**config.mk**
```make
export PLATFORM = sky130hd
export DESIGN_NAME = alu_clmul_iter
export DESIGN_NICKNAME = d
export VERILOG_FILES = /design/src/rtl/alu_clmul_iter.sv
export SDC_FILE = /design/constraint.sdc
export NUM_CORES = 2
export LEC_CHECK = 0
export ABC_CLOCK_PERIOD_IN_PS = 2450
export BUFFER_PORTS_ARGS = -buffer_cell sky130_fd_sc_hd__buf_2
export CAP_MARGIN = 25
export CELL_PAD_IN_SITES_DETAIL_PLACEMENT = 2
export CELL_PAD_IN_SITES_GLOBAL_PLACEMENT = 2
export CORE_MARGIN = 3
export CORE_UTILIZATION = 40
export CTS_BUF_LIST = sky130_fd_sc_hd__clkbuf_2
export DETAILED_ROUTE_END_ITERATION = 10
export PLACE_DENSITY = 0.95
export SLEW_MARGIN = 5
export SYNTH_ARGS = -nofsm -noshare
export SYNTH_HDL_FRONTEND = slang
export SYNTH_SLANG_ARGS = --single-unit
export TNS_END_PERCENT = 10
```
**constraint.sdc**
```tcl
create_clock -name clk_i -period 2.45 [get_ports clk_i]
set_input_delay 0.1225 -clock clk_i [delete_from_list [all_inputs] [get_ports clk_i]]
set_output_delay 0.1225 -clock clk_i [all_outputs]
set_load 0.05 [all_outputs]
```
**src/rtl/alu_clmul_iter.sv**
```systemverilog
// Iterative carry-less multiplier (CLMUL / CLMULH / CLMULR) for the execute stage.
// Consumes BITS_PER_CYCLE bits of B per cycle and stops once the remaining B bits are zero.
module alu_clmul_iter #(
    parameter int unsigned XLEN           = 64,
    parameter int unsigned BITS_PER_CYCLE = 8,
    parameter int unsigned TRANS_ID_BITS  = 3
) (
    input  logic                     clk_i,
    input  logic                     rst_ni,
    input  logic                     flush_i,
    input  logic                     valid_i,
    output logic                     ready_o,
    input  logic [1:0]               op_i,
    input  logic [XLEN-1:0]          operand_a_i,
    input  logic [XLEN-1:0]          operand_b_i,
    input  logic [TRANS_ID_BITS-1:0] trans_id_i,
    output logic                     valid_o,
    input  logic                     ready_i,
    output logic [XLEN-1:0]          result_o,
    output logic [TRANS_ID_BITS-1:0] trans_id_o
);

    localparam int unsigned NCHUNK = XLEN / BITS_PER_CYCLE;
    localparam int unsigned CNT_W  = (NCHUNK > 1) ? $clog2(NCHUNK) : 1;
    localparam int unsigned PW     = 2 * XLEN;

    localparam logic [1:0] OP_CLMUL  = 2'd0;
    localparam logic [1:0] OP_CLMULH = 2'd1;
    localparam logic [1:0] OP_CLMULR = 2'd2;

    typedef enum logic [1:0] {
        IDLE = 2'd0,
        BUSY = 2'd1,
        DONE = 2'd2
    } state_e;

    state_e                   state_q;
    logic [PW-1:0]            a_q;       // A pre-shifted to the current chunk position
    logic [XLEN-1:0]          b_q;       // B bits not yet consumed, current chunk in LSBs
    logic [1:0]               op_q;
    logic [TRANS_ID_BITS-1:0] tag_q;
    logic [PW-1:0]            acc_q;
    logic [CNT_W-1:0]         cnt_q;
    logic                     valid_q;
    logic [XLEN-1:0]          result_q;

    logic [PW-1:0]            partial;
    logic [PW-1:0]            acc_d;
    logic [XLEN-1:0]          b_rest;
    logic                     last_chunk;
    logic [XLEN-1:0]          slice_d;

    // Fold the current chunk of B into the accumulator and pick the result slice.
    always_comb begin
        partial = '0;
        for (int unsigned k = 0; k < BITS_PER_CYCLE; k++) begin
            if (b_q[k]) begin
                partial = partial ^ (a_q << k);
            end
        end
        acc_d      = acc_q ^ partial;
        b_rest     = b_q >> BITS_PER_CYCLE;
        last_chunk = (cnt_q == CNT_W'(NCHUNK - 1)) || (b_rest == '0);
        case (op_q)
            OP_CLMUL:  slice_d = acc_d[XLEN-1:0];
            OP_CLMULH: slice_d = acc_d[PW-1:XLEN];
            OP_CLMULR: slice_d = acc_d[PW-2:XLEN-1];
            default:   slice_d = '0;
        endcase
    end

    // Control FSM and datapath registers; flush wins over everything except reset.
    always_ff @(posedge clk_i or negedge rst_ni) begin
        if (!rst_ni) begin
            state_q  <= IDLE;
            a_q      <= '0;
            b_q      <= '0;
            op_q     <= '0;
            tag_q    <= '0;
            acc_q    <= '0;
            cnt_q    <= '0;
            valid_q  <= 1'b0;
            result_q <= '0;
        end else if (flush_i) begin
            state_q  <= IDLE;
            valid_q  <= 1'b0;
            result_q <= '0;
        end else begin
            case (state_q)
                IDLE: begin
                    if (valid_i) begin
                        a_q     <= PW'(operand_a_i);
                        b_q     <= operand_b_i;
                        op_q    <= op_i;
                        tag_q   <= trans_id_i;
                        acc_q   <= '0;
                        cnt_q   <= '0;
                        state_q <= BUSY;
                    end
                end
                BUSY: begin
                    acc_q <= acc_d;
                    a_q   <= a_q << BITS_PER_CYCLE;
                    b_q   <= b_rest;
                    if (last_chunk) begin
                        state_q  <= DONE;
                        valid_q  <= 1'b1;
                        result_q <= slice_d;
                    end else begin
                        cnt_q <= CNT_W'(cnt_q + 1'b1);
                    end
                end
                DONE: begin
                    if (ready_i) begin
                        state_q  <= IDLE;
                        valid_q  <= 1'b0;
                        result_q <= '0;
                    end
                end
                default: begin
                    state_q  <= IDLE;
                    valid_q  <= 1'b0;
                    result_q <= '0;
                end
            endcase
        end
    end

    assign ready_o    = (state_q == IDLE);
    assign valid_o    = valid_q;
    assign result_o   = result_q;
    assign trans_id_o = tag_q;

endmodule

```
==> metrics.md, run 1 <==
| Metric | Value |
|---|---|
| Synthesis Warnings | 0 |
| CTS Buf Count | 117 |
| Failing step | global routing |
| Worst End Pin Type | sequential cell input |
| Number of synthesized register bits | 395 |
| Initial antenna violation count | 74 |
| GPL Wtd Cong | 0.782 |
| EDFF count, synth | 0 |
| Library cells used by synthesis | 31 |
| Standard-cell rows | 99 |
| H-tree lvl count | 3 |
| Largest net degree at the start of global routing | 91 |
| Io pins | 207 |
| Mapped Area | 30100 um2 |
| Initial Util | 40.8% |
| Cell count after synthesis | 3405 |
| Ys flop type | dfrtp_1 |
| Seq/Total Area, Yosys | 32.9% |
| Root Buffer | clkbuf_2 |
| Overall Global Routing Usage | 76.9% |
| Async S/R FF share, synth | 100% |
| Synth Area per Inst | 8.84 um2 |
| Die H | 280 um |
| PortBufs | 206 |
| Sinks on Clock Net | 395 |
| Clock Tree Buf Depth | 3 |
| GRT repair_timing worst endpoint | result_o[22]$_DFFE_PN0P_/D |
| Pre-CTS setup slack | -0.162 ns |
| Status | aborted with a tool error |
| Die Width | 280 um |
| Syn Nets | 3545 |
| Grt ovf | 37 |
| Stop Error | [ERROR GRT-0232] Routing congestion too high. Check the congestion heatmap in the GUI. |
| Dpl hpwl | 87000 um |
==> stage by stage <==
stage	TNS [ns]	cell area [um2]	cells
floorplan	0	30100	3405
global placement	-0.582	32400	4336
detailed placement	-4.62	32400	4336
CTS	-10.41	37400	4894
==> Yosys cell counts (8+ instances only) <==
library cell / count / area, um2
nand2_1: 1115 / 4190
xnor2_1: 616 / 5400
dfrtp_1: 395 / 9880
a22o_1: 205 / 1800
o21ai_0: 183 / 916
mux2i_1: 173 / 1730
clkbuf_1: 154 / 578
xor2_1: 132 / 1160
buf_1: 125 / 469
xnor3_1: 124 / 2790
a22oi_1: 64 / 480
buf_2: 61 / 305
nor4_1: 14 / 87.6
nor2_1: 8 / 30.0
==> cells by family after synthesis <==
family                   synth area share (%)
AND/OR/NAND/NOR                          14.6
multiplexers                             5.94
adder cells (fa/ha/maj)                0.0832
XOR/XNOR                                 31.1
buffers and inverters                    4.68
flip-flops                               32.9
AO/OA/AOI/OAI                            10.8
==> timing repair <==
| item | in CTS |
|---|---|
| cloned | 4 |
| resized for setup | 90 |
| endpoints found under the hold margin | 790 |
| hold buffers | 333 |
| buffers inserted | 11 |
| setup endpoints to repair | 79 |
| pin swaps | 7 |
==> metal layers <==
| layer | overflow | track usage, % |
|---|---|---|
| met1 | 0 | 76.7 |
| met2 | 13 | 89.8 |
| met3 | 1 | 64.6 |
| met4 | 23 | 75.2 |
| met5 | 0 | 50.1 |
==> inputs of run 2 (changes only) <==
--- a/config.mk
+++ b/config.mk
@@ -8,13 +8,10 @@
 export ABC_CLOCK_PERIOD_IN_PS = 2450
 export BUFFER_PORTS_ARGS = -buffer_cell sky130_fd_sc_hd__buf_2
 export CAP_MARGIN = 25
-export CELL_PAD_IN_SITES_DETAIL_PLACEMENT = 2
-export CELL_PAD_IN_SITES_GLOBAL_PLACEMENT = 2
 export CORE_MARGIN = 3
 export CORE_UTILIZATION = 40
-export CTS_BUF_LIST = sky130_fd_sc_hd__clkbuf_2
 export DETAILED_ROUTE_END_ITERATION = 10
-export PLACE_DENSITY = 0.95
+export PLACE_DENSITY_LB_ADDON = 0.15
 export SLEW_MARGIN = 5
 export SYNTH_ARGS = -nofsm -noshare
 export SYNTH_HDL_FRONTEND = slang
==> metrics.md, run 2 <==
| Metric | Value |
|---|---|
| Layout fillers | 6854 |
| Leading post-synthesis cells by cell area | dfrtp_1 33%, xnor2_1 18%, nand2_1 14%, xnor3_1 9.3%, a22o_1 6.0% |
| Io pins | 207 (unchanged) |
| Most frequent cell after synthesis | nand2_1 |
| Ys flop type | dfrtp_1 |
| Worst Reg-to-Reg Cells | 7 |
| Final net count | 3679 |
| # placed instances | 4309 (-0.62%) |
| Number of synthesized register bits | 395 (unchanged) |
| Commonest non-fill, non-tap cell in the layout | nand2_1 |
| Worst skew pair latency | 0.63 ns |
| R2R Path End | result_o[40] |
| Cell area after layout | 35300 um2 |
| Post-synthesis xor/xnor area fraction | 31.1% (unchanged) |
| Pre-CTS setup slack | -0.0310 ns (+0.131 ns) |
| Largest registers | a_q (128), acc_q (128) |
| Drc violations | 0 |
| Die Width | 280 um (unchanged) |
| WHS | 0.0524 ns |
| Setup TNS Final | 0 ns |
| WL/cell | 19.9 um |
| Max Slew Vio Count | 0 |
| Reg2reg start | b_q[2] |
| H-tree lvl count | 2 (-1) |
| Register area | 9920 um2 |
| Crit Path Class | flop to flop |
| Slew @ Worst Pin | 0.703 ns |
| Data required time of the worst path | 2.97 ns |
| Final worst slack | 0.0481 ns |
| Placed inst area | 32100 um2 (-1.0%) |
| CP peak stage delay | 0.48 ns |
| Status | complete, no violations |
| Die Area | 78500 um2 |
| DRT Wirelength | 90300 um |
| CP max FO | 61 |
| Initial Util | 40.8% (unchanged) |
| Area growth, synth to finish | 17.4% |
| Number of global-route vias before repair | 25200 |
| Crit path buf inv count | 1 |
| Crit path capture | result_o[40] |
| Seq/Total Area, Yosys | 32.9% (unchanged) |
| Leakage | 15.3 nW |
| Sinks on Clock Net | 395 (unchanged) |
| Tot Pwr | 36.7 mW |
| Syn Nets | 3545 (unchanged) |
| GPL Wtd Cong | 0.791 (+1.1%) |
| Largest family of logic cells by synthesized area | XOR/XNOR gates |
| EDFF count, synth | 0 (unchanged) |
| Peak supply drop | 605 uV |
| Fin. Hold Viols | 0 |
| Fmax | 416 MHz |
| PortBufs | 206 (unchanged) |
| Layout cells sized above 1 | 11.5% |
| Setup repair after global routing missed its margin | yes |
| Via count | 24400 |
| Most frequent CP cell | xnor2_1 |
| Standard-cell rows | 99 (unchanged) |
| CP Cell Sequence | buf_12, nand2_1, xnor2_1, xnor3_1, xnor2_1, mux2i_1, o21ai_0 |
| CTS Buf Count | 50 (-57%) |
| Largest net degree at the start of global routing | 175 |
| Synth cell count leaders | 1115 x nand2_1, 616 x xnor2_1, 395 x dfrtp_1 |
| Most frequent cells in the layout | 1114 x nand2_1, 615 x xnor2_1, 386 x dfrtp_1, 205 x a22o_1, 205 x buf_2 |
| Overall Global Routing Usage | 23.0% |
| Pwr dens | 1040 nW/um2 |
| Slowest-stage cell, CP | xnor2_1 |
| Area leader, netlist | dfrtp_1 |
| Post-layout util | 47.9% |
| Maxcap violations | 0 |
| Root Buffer | clkbuf_16 |
| Multi-input gate area | 18900 um2 |
| CP Data Arrival Time | 2.93 ns |
| Tcrit/Tclk final | 98.0% |
| ANT cells | 0 |
| Library cells used by synthesis | 31 (unchanged) |
| Initial antenna violation count | 0 |
| Clock Tree Buf Depth | 3 (unchanged) |
| Mux contribution to synthesized area | 5.94% (unchanged) |
| Worst Hold Class | primary input to flop |
| Delay-heaviest family, CP | XOR/XNOR gates |
| Synth top area share | 32.9% (unchanged) |
| Vias per cell | 5.38 |
| Grt ovf | 0 |
| Cell count along the critical path | 7 |
| Slew headroom | 53.1% |
| Mapped Area | 30100 um2 (unchanged) |
| Post-Synth Adder-Cell Area | 0.0832% (unchanged) |
| Cell count after synthesis | 3405 (unchanged) |
| Synth Area per Inst | 8.84 um2 (unchanged) |
| Drt first-iter violations | 1894 |
| Post-synthesis simple-gate area fraction | 14.6% (unchanged) |
| Routed Antenna Nets | 0 |
| Async S/R FF share, synth | 100% (unchanged) |
| Drt first pass iters | 5 |
| Synthesis Warnings | 0 (unchanged) |
| Die H | 280 um (unchanged) |
| CTS clk-pin slew, worst paths | 0.07 ns |
| First-pass GRT wire length | 146000 um |
| Final Instance Count excl. Fillers | 4538 |
| CP endpoint kind | flop |
| # setup viols final | 0 |
| Clock skew | 0.0329 ns |
| Tmin final | 2.40 ns |
| Synth Area in Compound Gates | 10.8% (unchanged) |
| Core ar. | 73700 um2 |
| R2R setup slack | 0.05 ns |
| CTS tree | done |
| Dpl hpwl | 58500 um (-33%) |
| Worst Setup SP | b_q[2] |
| Crit path launch type | flop |
[run 2: cell counts after synthesis]
No cell type changed its count.
[run 2: power breakdown]
part | internal (mW) | switching, mW
Combinational | 9.50 | 8.89
Sequential | 7.92 | 2.49
Clock | 4.70 | 3.20
Total | 22.1 | 14.6
[run 2: how the worst min path moves through the flow]
| stage | from | end | cells after the start |
|---|---|---|---|
| floorplan | rst_ni | a_q[0] | 0 |
| global placement | rst_ni | acc_q[112] | 1 |
| detailed placement | rst_ni | acc_q[112] | 1 |
| CTS | valid_i | acc_q[5] | 5 |
| global route | valid_i | acc_q[5] | 5 |
| finish | valid_i | acc_q[5] | 5 |
[run 2: cell families (layout without fill, tap and decap cells)]
kind of cell,after synthesis,count (layout)
multiplexers,178,178
flip-flops,395,395
AO/OA/AOI/OAI,460,460
XOR/XNOR,872,872
buffers and inverters,349,523
adder cells (fa/ha/maj),2,2
AND/OR/NAND/NOR,1149,1149
[run 2: area by class of cell]
type	instances	share of cell area [%]
timing repair buffer	428	9.98
inverter	3	0.0319
multi-input combinational	2661	53.6
clock inverter	28	1.05
clock buffer	64	3.86
tap	959	3.40
sequential	395	28.1
[run 2: routing by layer]
layer  vias to the layer above  track usage, %  share of wire [%]
met1                     12200            31.1                 44
met4                         0            6.42                2.3
met3                       149            2.92                5.1
met5                         -               0                  0
met2                       751            38.7                 48
li1                      11300               -                  -
[run 2: tightest hold or removal path: stages]
cell and delay, ns:
buf_2 0.11, o21ai_4 0.08, buf_12 0.17, nand2_1 0.07, o21ai_0 0.07
[run 2: timing repair]
action                                  CTS  global route
hold endpoints to repair                267             0
buffers inserted                          0             1
hold buffers                            136             0
endpoints found under the setup margin   58            64
pin swaps                                 0             2
resized for setup                         7            11
(Power assumes the default switching activity.)
